$ cat config.mk
export PLATFORM = sky130hd
export DESIGN_NAME = phase_unwrap_tracker
export DESIGN_NICKNAME = d
export VERILOG_FILES = /design/src/rtl/phase_unwrap_tracker.sv
export SDC_FILE = /design/constraint.sdc
export NUM_CORES = 1
export LEC_CHECK = 0
export CAP_MARGIN = 20
export CELL_PAD_IN_SITES_DETAIL_PLACEMENT = 1
export CELL_PAD_IN_SITES_GLOBAL_PLACEMENT = 2
export CORE_MARGIN = 2
export CORE_UTILIZATION = 33
export DETAILED_ROUTE_END_ITERATION = 8
export PLACE_DENSITY = 0.9
export SETUP_SLACK_MARGIN = 0.15
export SYNTH_ARGS = -nofsm -noshare
export SYNTH_HDL_FRONTEND = slang
export SYNTH_SLANG_ARGS = --single-unit
$ cat constraint.sdc
create_clock -name clk_i -period 8.2 [get_ports clk_i]
set_clock_uncertainty 0.1 [all_clocks]
set_input_delay 1.64 -clock clk_i [delete_from_list [all_inputs] [get_ports clk_i]]
set_output_delay 1.64 -clock clk_i [all_outputs]
set_load 0.01 [all_outputs]
$ cat src/rtl/phase_unwrap_tracker.sv
// phase_unwrap_tracker: rebuilds a continuous phase from a wrapped signed
// phase stream by tracking wrap events in a signed winding counter.
module phase_unwrap_tracker #(
  parameter int DATA_W   = 14,
  parameter int WIND_W   = 8,
  parameter int JUMP_THR = 8192
) (
  input  logic                     clk_i,
  input  logic                     rst_i,
  input  logic [DATA_W-1:0]        data_i,
  input  logic                     valid_i,
  input  logic                     clear_i,
  output logic [DATA_W+WIND_W-1:0] data_o,
  output logic                     valid_o,
  output logic [WIND_W-1:0]        winding_o,
  output logic                     wrap_up_o,
  output logic                     wrap_dn_o,
  output logic                     sat_o
);

  typedef enum logic [1:0] {
    S_EMPTY = 2'd0,
    S_TRACK = 2'd1,
    S_SAT   = 2'd2
  } state_t;

  localparam logic signed [DATA_W:0] L_THR  = (DATA_W+1)'(JUMP_THR);
  localparam logic [WIND_W-1:0]      L_WMAX = {1'b0, {(WIND_W-1){1'b1}}};
  localparam logic [WIND_W-1:0]      L_WMIN = {1'b1, {(WIND_W-1){1'b0}}};

  state_t                     r_state;
  state_t                     w_state_nx;
  state_t                     w_base_state;
  logic [WIND_W-1:0]          r_wind;
  logic [WIND_W-1:0]          w_wind_nx;
  logic [WIND_W-1:0]          w_base_wind;
  logic [DATA_W-1:0]          r_prev;
  logic [DATA_W+WIND_W-1:0]   r_data;
  logic [DATA_W+WIND_W-1:0]   w_data_nx;
  logic                       r_valid;
  logic                       r_up;
  logic                       r_dn;
  logic                       w_up;
  logic                       w_dn;
  logic signed [DATA_W:0]     w_diff;
  logic                       w_jump_up;
  logic                       w_jump_dn;

  // Sample-to-sample jump at one extra bit so it can never overflow.
  always_comb begin
    w_diff    = $signed({data_i[DATA_W-1], data_i}) - $signed({r_prev[DATA_W-1], r_prev});
    w_jump_up = (w_diff < -L_THR);
    w_jump_dn = (w_diff >= L_THR);
  end

  // Next-state, winding update and wrap pulses; clear_i rewinds to EMPTY
  // first so a sample arriving with it is treated as the first sample.
  always_comb begin
    w_base_state = clear_i ? S_EMPTY : r_state;
    w_base_wind  = clear_i ? '0 : r_wind;
    w_state_nx   = w_base_state;
    w_wind_nx    = w_base_wind;
    w_up         = 1'b0;
    w_dn         = 1'b0;
    if (valid_i) begin
      case (w_base_state)
        S_EMPTY: w_state_nx = S_TRACK;
        S_TRACK: begin
          if (w_jump_up) begin
            w_up = 1'b1;
            if (w_base_wind == L_WMAX) w_state_nx = S_SAT;
            else                       w_wind_nx  = w_base_wind + 1'b1;
          end else if (w_jump_dn) begin
            w_dn = 1'b1;
            if (w_base_wind == L_WMIN) w_state_nx = S_SAT;
            else                       w_wind_nx  = w_base_wind - 1'b1;
          end
        end
        S_SAT: begin
          w_up = w_jump_up;
          w_dn = w_jump_dn && !w_jump_up;
        end
        default: w_state_nx = S_EMPTY;
      endcase
    end
    w_data_nx = {w_wind_nx, {DATA_W{1'b0}}} + {{WIND_W{data_i[DATA_W-1]}}, data_i};
  end

  // State, history and output registers.
  always_ff @(posedge clk_i) begin
    if (rst_i) begin
      r_state <= S_EMPTY;
      r_wind  <= '0;
      r_prev  <= '0;
      r_data  <= '0;
      r_valid <= 1'b0;
      r_up    <= 1'b0;
      r_dn    <= 1'b0;
    end else begin
      r_state <= w_state_nx;
      r_wind  <= w_wind_nx;
      r_valid <= valid_i;
      r_up    <= w_up;
      r_dn    <= w_dn;
      if (valid_i) begin
        r_prev <= data_i;
        r_data <= w_data_nx;
      end else if (clear_i) begin
        r_prev <= '0;
      end
    end
  end

  assign data_o    = r_data;
  assign valid_o   = r_valid;
  assign winding_o = r_wind;
  assign wrap_up_o = r_up;
  assign wrap_dn_o = r_dn;
  assign sat_o     = (r_state == S_SAT);

endmodule

==> impl_results.md <==
* Sw Share at 0.2912
* Setup WS post-layout at 1.970 ns
* Syn_nets at 429
* EDFF count, synth at 0
* Longest Clk Path Bufs at 2
* PD cells at 147.5 mW/mm2
* Leak Pwr at 1.504 nW
* Synth area leaders: dfxtp_1 32%, ha_1 11%, a21oi_1 7.2%, nand2_1 7.0%, nor2_1 3.3%
* 1st-pass router iterations at 4
* Final WL at between 8000 and 9000 um
* Initial Util at 0.3363
* # placed instances at approximately 530
* Clock power share at 0.327
* Cell count after synthesis at roughly 380
* Max_cap viols at 0
* Antenna-violating nets left at 0
* Ant diodes at 0
* DR vias/cell at 5.365
* Peak supply drop at slightly above 0.00007 V
* Pre-CTS setup slack at 1.674 ns
* Area delta synth->final at 23.45%
* I/O Pins at 52
* Die Ht at between 100 and 150 um
* Synth top area share at 0.3203
* Gate power share at 0.213
* Yosys reg bits at 49
* Ys Warns at 0
* Synth Cell Area at 0.003063 mm2
* CTS resizes at 0
* Port bufs at 51
* Leading register cell type out of synthesis: dfxtp_1
* Status: complete, no violations
* Cts bufs inserted at 5
* First-pass GRT wire length at 14450 um
* Period Utilization, post-route at 0.7597
* Post-DP HPWL at 6614 um
* Critical-path maximum fanout at 19
* Distinct cells, synth at 60
* Net load switching power at 0.0001624 W
* Total number of vias at about 2900
* Htree depth at 2
* Slew @ Worst Pin at 1.090 ns
* Clk Latency, worst-skew pair at 0.31 ns
* Final Max Tran Viols at 0
* GR Overflow Total at 0
* Min-Delay Path Class: flip-flop to flip-flop
* Cell Rows at 35
* Final setup vio count at 0
* FMAX at about 160 MHz
* Routed len/inst at 16.33 um
* Critical Path RT at approximately 8.3 ns
* Fin. Hold Viols at 0
* Tot GR Track Use at 0.1796
* Die width at 100.3 um
* Core area at 0.009109 mm2
* Relative slew slack at 0.2704
* RePlAce Congestion at 0.8758
* Initial antenna violation count at 0
* Min Tclk post-route at 6.230 ns
* Setup repair bufs after CTS at 0
* Most numerous cell in the Yosys netlist: nand2_1
* Iteration-0 DRC Markers at 141
* Critical path class: input pin to flip-flop
* Crit end category: flip-flop
* Final net count at 474
* Layout cells sized above 1 at 0.06527
* Crit path launch type: input pin
* CTS Root Cell: clkbuf_8
* Hold_buf cts at 0
* Final Total Pwr at 0.0005575 W
* Largest net degree at the start of global routing at 45
* Clock sinks at 49
* Final TNS setup at 0 ns
* Crit path DAT at roughly 6.3 ns
* Sequential power share at 0.460
* Sequential share of the synthesized area at 0.3203
* Fin cells at 540
* Cell taking the most area after synthesis: dfxtp_1
* Post-synth top cells: 57 x nand2_1, 49 x dfxtp_1, 44 x a21oi_1
* Avg Inst Size Synth at 7.997 um2
* Post-route cell area at 0.003781 mm2
* Die ar. at 0.01007 mm2
* Clock transition at path regs at 0.10 ns
* RSZ-0062 raised after global routing: no
* DRC at 0
* Placed cell area at 0.003669 mm2
* Async S/R FF share, synth at 0
* Number of global-route vias before repair at a little under 3000
* CTS tree: yes
* P_int at 0.0003952 W
[stage by stage]
stage               utilization  hold WS, ns
CTS                      0.4151       0.3658
finish                   0.4151       0.3601
global placement         0.4027       0.3429
floorplan                     -       0.3363
global route             0.4151       0.3898
detailed placement       0.4027       0.3510
[per-layer routing]
metal | GRT usage | wire (um) | up-vias
li1 | - | - | 1453
met2 | 0.2907 | 4081 | 47
met5 | 0 | 0 | -
met3 | 0.02437 | 252 | 7
met1 | 0.2539 | 4400 | 1390
met4 | 0.04215 | 82 | 0
[cell usage in the layout (no fill, tap or decap), types with 3 or more instances in the layout]
cell type / instances
nand2b_1: 13
a21oi_1: 44
nor3_1: 6
and2_1: 3
buf_4: 4
and3_1: 4
a211oi_1: 3
nand4_1: 5
clkdlybuf4s50_1: 51
a31oi_1: 5
inv_1: 21
dfxtp_1: 49
clkbuf_8: 5
ha_1: 27
o211ai_1: 4
nor2_1: 27
o22ai_1: 3
a21o_1: 8
o21a_1: 3
o21ai_0: 17
mux2i_1: 7
nand3_1: 5
nor2b_1: 4
xnor2_1: 6
nand2_1: 57
[kinds of logic (layout without fill, tap and decap cells)]
kind of cell / Yosys count / in the layout / synth area share
buf+inv: 39 / 85 / 0.05106
xor+xnor: 7 / 7 / 0.02002
mux: 11 / 11 / 0.03962
fa+ha+maj: 28 / 28 / 0.1168
simple gates: 135 / 135 / 0.2067
flops: 49 / 49 / 0.3203
compound gates: 114 / 114 / 0.2455
[sequential cells by signal (all words and copies together), names as in the netlist]
name,flops
data_o,22
r_prev,14
winding_o,8
r_state,2
valid_o,1
wrap_dn_o,1
wrap_up_o,1
[cell type report]
| cell class | count | area [um2] |
|---|---|---|
| fill | 1136 | 5328 |
| multi-input combinational | 295 | 1926 |
| timing repair buffer | 55 | 540.5 |
| clock buffer | 5 | 68.82 |
| sequential | 49 | 980.9 |
| tap | 111 | 138.9 |
| inverter | 22 | 82.58 |
| clock inverter | 3 | 43.79 |
[worst paths after layout]
path / from / end / slack (ns) / depth (start not counted)
worst min register to register: r_prev[3] / r_prev[3] / 0.36 / 2
worst min-delay path: r_prev[3] / r_prev[3] / 0.36 / 2
worst max register to register: r_prev[2] / data_o[21] / 3.80 / 19
worst max-delay path: clear_i / data_o[21] / 1.97 / 19
[critical path, cell delays in order]
cell	delay [ns]
clkdlybuf4s50_1	0.72
nand2b_1	0.38
inv_1	0.16
ha_1	0.24
nand4_1	0.13
or2_2	0.33
nor3_1	0.43
nor2_1	0.12
a221oi_1	0.38
o22a_1	0.24
ha_1	0.25
a21o_1	0.17
a211oi_1	0.29
o21ai_0	0.15
o211ai_1	0.13
xnor2_1	0.13
and3_1	0.19
mux2i_1	0.14
o311ai_1	0.11
[power by group through the flow]
stage               registers, W  logic [W]  clock network (W)
floorplan               0.000264  0.0000687                  0
global route            0.000259   0.000131           0.000196
detailed placement      0.000262   0.000118                  0
global placement        0.000262   0.000115                  0
finish                  0.000257   0.000119           0.000182
CTS                     0.000257   0.000119           0.000187
(Power assumes the default switching activity.)
